### src/rtl/tmb_emu_pkg.sv
// Shared definitions for the test-pulse emulation blocks: sequencer state
// encoding and the default synchronizer depth.
package tmb_emu_pkg;

    typedef enum logic [2:0] {
        ST_IDLE  = 3'd0,
        ST_ARM   = 3'd1,
        ST_PULSE = 3'd2,
        ST_GAP   = 3'd3,
        ST_DONE  = 3'd4
    } state_t;

    localparam int DEFAULT_SYNC_STAGES = 2;

endpackage

### src/rtl/sync_edge_detect.sv
// Synchronizes an asynchronous divider output and emits a registered one-cycle
// strobe per rising edge; legal SYNC_STAGES range is 2..4.
module sync_edge_detect
    import tmb_emu_pkg::*;
#(
    parameter int SYNC_STAGES = DEFAULT_SYNC_STAGES
) (
    input  logic i_clk,
    input  logic i_rst_n,
    input  logic i_async,
    output logic o_rise
);

    logic [SYNC_STAGES-1:0] r_sync;
    logic                   r_edge;
    logic                   r_rise;
    logic                   w_rise;

    assign w_rise = r_sync[SYNC_STAGES-1] & ~r_edge;

    // Strobe is registered so it is glitch-free and lands SYNC_STAGES+1 cycles after the input edge.
    always_ff @(posedge i_clk or negedge i_rst_n) begin
        if (!i_rst_n) begin
            r_sync <= '0;
            r_edge <= 1'b0;
            r_rise <= 1'b0;
        end else begin
            r_sync <= {r_sync[SYNC_STAGES-2:0], i_async};
            r_edge <= r_sync[SYNC_STAGES-1];
            r_rise <= w_rise;
        end
    end

    assign o_rise = r_rise;

endmodule

### src/rtl/slow_tick_sequencer.sv
// Plays a burst of slow-period pulses aligned to synchronized slow_clock ticks.
// Optional macro SLOW_TICK_SEQUENCER_PULSE_COUNT_EN adds a saturating pulse_count output.
module slow_tick_sequencer
    import tmb_emu_pkg::*;
#(
    parameter int SYNC_STAGES = DEFAULT_SYNC_STAGES,
    parameter int BURST_W     = 8
) (
    input  logic               clock_in,
    input  logic               reset_n,
    input  logic               slow_clock,
    input  logic               start,
    input  logic [BURST_W-1:0] burst_len,
    input  logic [BURST_W-1:0] gap_len,
    output logic               tick,
    output logic               pulse_out,
    output logic               busy,
    output logic               done
`ifdef SLOW_TICK_SEQUENCER_PULSE_COUNT_EN
    ,
    output logic [15:0]        pulse_count
`endif
);

    state_t             r_state;
    state_t             w_next;
    logic [BURST_W-1:0] r_rem;
    logic [BURST_W-1:0] r_gap;
    logic [BURST_W-1:0] r_gap_cnt;
    logic [BURST_W-1:0] w_rem_nxt;
    logic [BURST_W-1:0] w_gap_nxt;
    logic [BURST_W-1:0] w_gap_cnt_nxt;
    logic               w_zero_done;
    logic               w_tick;
    logic               r_pulse;
    logic               r_busy;
    logic               r_done;

    function automatic logic [BURST_W-1:0] gap_floor(input logic [BURST_W-1:0] g);
        return (g == '0) ? BURST_W'(1) : g;
    endfunction

    sync_edge_detect #(
        .SYNC_STAGES(SYNC_STAGES)
    ) u_sync (
        .i_clk  (clock_in),
        .i_rst_n(reset_n),
        .i_async(slow_clock),
        .o_rise (w_tick)
    );

    always_comb begin
        w_next        = r_state;
        w_rem_nxt     = r_rem;
        w_gap_nxt     = r_gap;
        w_gap_cnt_nxt = r_gap_cnt;
        w_zero_done   = 1'b0;
        case (r_state)
            ST_IDLE: begin
                if (start) begin
                    if (burst_len != '0) begin
                        w_rem_nxt = burst_len;
                        w_gap_nxt = gap_floor(gap_len);
                        w_next    = ST_ARM;
                    end else begin
                        w_zero_done = 1'b1;
                    end
                end
            end
            ST_ARM: begin
                if (w_tick) begin
                    w_rem_nxt = r_rem - 1'b1;
                    w_next    = ST_PULSE;
                end
            end
            ST_PULSE: begin
                if (w_tick) begin
                    if (r_rem == '0) begin
                        w_next = ST_DONE;
                    end else begin
                        w_gap_cnt_nxt = r_gap - 1'b1;
                        w_next        = ST_GAP;
                    end
                end
            end
            ST_GAP: begin
                if (w_tick) begin
                    if (r_gap_cnt == '0) begin
                        w_rem_nxt = r_rem - 1'b1;
                        w_next    = ST_PULSE;
                    end else begin
                        w_gap_cnt_nxt = r_gap_cnt - 1'b1;
                    end
                end
            end
            ST_DONE: w_next = ST_IDLE;
            default: w_next = ST_IDLE;
        endcase
    end

    // Outputs are decoded from the next state so they change on the same edge as the state.
    always_ff @(posedge clock_in or negedge reset_n) begin
        if (!reset_n) begin
            r_state   <= ST_IDLE;
            r_rem     <= '0;
            r_gap     <= '0;
            r_gap_cnt <= '0;
            r_pulse   <= 1'b0;
            r_busy    <= 1'b0;
            r_done    <= 1'b0;
        end else begin
            r_state   <= w_next;
            r_rem     <= w_rem_nxt;
            r_gap     <= w_gap_nxt;
            r_gap_cnt <= w_gap_cnt_nxt;
            r_pulse   <= (w_next == ST_PULSE);
            r_busy    <= (w_next != ST_IDLE);
            r_done    <= (w_next == ST_DONE) | w_zero_done;
        end
    end

    assign tick      = w_tick;
    assign pulse_out = r_pulse;
    assign busy      = r_busy;
    assign done      = r_done;

`ifdef SLOW_TICK_SEQUENCER_PULSE_COUNT_EN
    logic [15:0] r_pulse_count;

    function automatic logic [15:0] sat_inc16(input logic [15:0] v);
        return (v == 16'hFFFF) ? v : v + 16'd1;
    endfunction

    always_ff @(posedge clock_in or negedge reset_n) begin
        if (!reset_n) begin
            r_pulse_count <= '0;
        end else if (r_state == ST_IDLE && start) begin
            r_pulse_count <= '0;
        end else if (w_next == ST_PULSE && r_state != ST_PULSE) begin
            r_pulse_count <= sat_inc16(r_pulse_count);
        end
    end

    assign pulse_count = r_pulse_count;
`endif

endmodule

### config.mk
export PLATFORM = sky130hd
export DESIGN_NAME = slow_tick_sequencer
export DESIGN_NICKNAME = d
export VERILOG_FILES = /design/src/rtl/tmb_emu_pkg.sv /design/src/rtl/sync_edge_detect.sv /design/src/rtl/slow_tick_sequencer.sv
export SDC_FILE = /design/constraint.sdc
export NUM_CORES = 1
export LEC_CHECK = 0
export CAP_MARGIN = 15
export CORE_MARGIN = 8
export CORE_UTILIZATION = 50
export CTS_BUF_LIST = sky130_fd_sc_hd__clkbuf_4 sky130_fd_sc_hd__clkbuf_8
export DETAILED_ROUTE_END_ITERATION = 6
export PLACE_DENSITY = 0.82
export SLEW_MARGIN = 25
export SYNTH_ARGS = -nofsm -noshare
export SYNTH_HDL_FRONTEND = slang
export SYNTH_HIERARCHICAL = 1
export SYNTH_SLANG_ARGS = --single-unit
export TNS_END_PERCENT = 20
### constraint.sdc
create_clock -name clock_in -period 2.5 [get_ports clock_in]
set_clock_uncertainty 0.1 [all_clocks]
set_input_delay 0.75 -clock clock_in [delete_from_list [all_inputs] [get_ports clock_in]]
set_output_delay 0.75 -clock clock_in [all_outputs]
set_load 0.005 [all_outputs]
==> results.cfg <==
[run_status]
status = finished clean

[final_layout]
layout-drive-gt1-share_pct = 22.18
final_cell_mix = 34 x dfrtp_1, 30 x nand2_1, 29 x buf_4, 23 x clkdlybuf4s50_1, 16 x nor2_1
areaGrowthSynthToFinish_pct = 30.76
fin_util_pct = 67.63
layout_commonest_cell = dfrtp_1
layout.cells.non_filler = 296
n_antenna_cell = 0
nFillCells = 281
nets = 269

[detailed_routing]
routed_via_density = 5.882
vias = 1741
routed_wl_um = 4657
drc_errors = 0
dr.pass1.iters = 4
ant_nets = 0
wl_per_cell_um = 15.73
drt_iter0_drc = 107

[floorplanning]
start_util_pct = 51.72
coreArea_sq_um = 3633
core.rowCount = 22
die_y_um = 77.31
die-area_sq_um = 5976
pin_count = 24
die_w_um = 77.31

[clock_network]
numCtsBuffers = 5
h-tree-depth = 2
ctsResizeCount = 0
cts_tree = yes
cts-root-buf = clkbuf_8
clk_path_buf_depth = 2
clk_pin_slew_ns = 0.07
clk_latency_ns = 0.29
cts-hold-fix-buffers = 0
cts_num_sinks = 34

[global_routing]
grt_overflow_total = 0
grtUsageTotal_pct = 16.18
grt_pass1_wl_um = 8010
grt_start_max_net_pins = 35
grt_pass1_vias = 1646
antenna_found_initial = 0

[timing]
finalSetupViolations = 0
fmax_mhz = 415.2
slew_violations = 0
max_slew_margin_pct = 60.18
worst_pin_slew_ns = 0.5972
final.min_clock_period_ns = 2.408
finalHoldViolCount = 0
period_share_pct = 96.33
grt_setup_unrepaired = yes

[synthesis]
netlist.area_leader.share_pct = 45.27
synth-edff-count = 0
synth_area_per_cell_sq_um = 9.687
yosys-top-cells-area = dfrtp_1 45%, nand2_1 6.0%, nor3b_1 3.6%
synthesis.area_sq_um = 1879
async_flop_share_pct = 100.0
syn_nets = 216
ys_ff_latch = 34
seq_area_frac_synth_pct = 45.27
ys_types = 46
ys_warn_count = 6
ys.flop_type = dfrtp_1
syn-instance-count = 194
yosys.area.top_type = dfrtp_1

[critical_path]
cp.required_ns = 2.60
end_kind = register
crit_end = r_rem[7]
r2r-start = r_state[2]
critPathMaxFanout = 5
r2r_slack_ns = 0.09
cp-startpoint = burst_len[5]
worstPathArrival_ns = 2.51
r2r_cells = 8
startpoint_type = input pin
worstSetupPathType = in -> reg
reg2reg_to = r_gap_cnt[6]

[placed_design]
gp_routability_congestion = 0.8778
place_hpwl_um = 3313
portBuffers = 23
place_inst = 282

[power]
ir_drop_uv = 550.0
p_leak_nw = 1.056
p_per_area_nw_per_um2 = 1185

[worst_hold_path]
hold_path.class = reg -> reg
hold_depth = 0

[flow_run]
max-cap-violations = 0
==> Yosys cell counts, drive strengths merged, types with 2 or more instances <==
| library cell | number |
|---|---|
| dfrtp | 34 |
| xnor2 | 2 |
| o22ai | 3 |
| a31oi | 6 |
| ha | 2 |
| o211ai | 2 |
| mux2i | 5 |
| and3b | 2 |
| buf | 5 |
| or4 | 3 |
| nor2 | 16 |
| nand2 | 30 |
| a211oi | 4 |
| a21oi | 8 |
| nand2b | 2 |
| o31ai | 2 |
| nor3b | 9 |
| nor4 | 5 |
| or3 | 5 |
| o21ai | 10 |
| inv | 6 |
| nor3 | 8 |
| nand3 | 2 |
| a32o | 2 |
| a22oi | 2 |
| o221a | 4 |
==> where the power goes <==
group	switching [mW]	internal [mW]
clock	0.201	0.233
combinational	0.704	0.743
sequential	0.264	0.767
total	1.17	1.74
==> worst min-delay path by stage <==
stage	from	slack, ns	to
after floorplan	u_sync/r_sync[0]	0.23	u_sync/r_sync[1]
after CTS	u_sync/r_sync[0]	0.25	u_sync/r_sync[1]
final	u_sync/r_sync[0]	0.25	u_sync/r_sync[1]
after detailed placement	u_sync/r_sync[0]	0.23	u_sync/r_sync[1]
after global routing	u_sync/r_sync[0]	0.26	u_sync/r_sync[1]
after global placement	u_sync/r_sync[0]	0.23	u_sync/r_sync[1]
==> metrics by stage <==
stage          total power, mW  TNS (ns)  instance area (sq um)  hold WS (ns)  setup slack (ns)
6_report                 2.912         0                   2457        0.2488           0.09179
5_1_grt                  3.139  -0.04356                   2457        0.2599          -0.04356
4_1_cts                  2.793         0                   2412        0.2504           0.05341
3_5_place_dp             2.348    -2.362                   2317        0.2347           -0.1857
3_3_place_gp             2.299    -1.840                   2317        0.2328           -0.1511
2_1_floorplan            1.966         0                   1902        0.2312           0.02980
==> critical path: stages <==
cell and delay (ns):
clkdlybuf4s50_1 0.44, or4_1 0.61, o21ai_4 0.24, buf_4 0.17
o22ai_1 0.08, a211oi_1 0.23
==> registers in the layout (all words and copies together) (netlist names), 2 cells and up <==
name and cells:
r_rem 8, r_gap_cnt 8, r_state 3, u_sync/r_sync 2, r_gap 8
==> per-layer routing <==
metal	vias up	wire length [um]	global-route usage (%)
li1	827	-	-
met5	-	0	0
met3	13	171	3.613
met2	42	2268	25.70
met1	859	2123	20.94
met4	0	94	6.038
==> cell type report <==
class	count	area, sq um	area share (%)
multi-input combinational	148	980.9	39.92
clock buffer	7	90.09	3.666
sequential	34	850.8	34.62
clock inverter	1	5.005	0.2037
inverter	6	22.52	0.9165
timing repair buffer	52	447.9	18.23
tap	48	60.06	2.444
==> logic make-up after synthesis <==
logic type	synth area share, %
AO/OA/AOI/OAI	20.37
adder cells (fa/ha/maj)	1.331
flip-flops	45.27
AND/OR/NAND/NOR	24.63
XOR/XNOR	1.398
buffers and inverters	3.728
multiplexers	3.262
==> repair_timing <==
action / 4_1_cts / 5_1_grt
setup endpoints to repair: 0 / 2
endpoints found under the hold margin: 0 / 0
setup buffers: 0 / 6
Power figures use the tool's default switching activity.
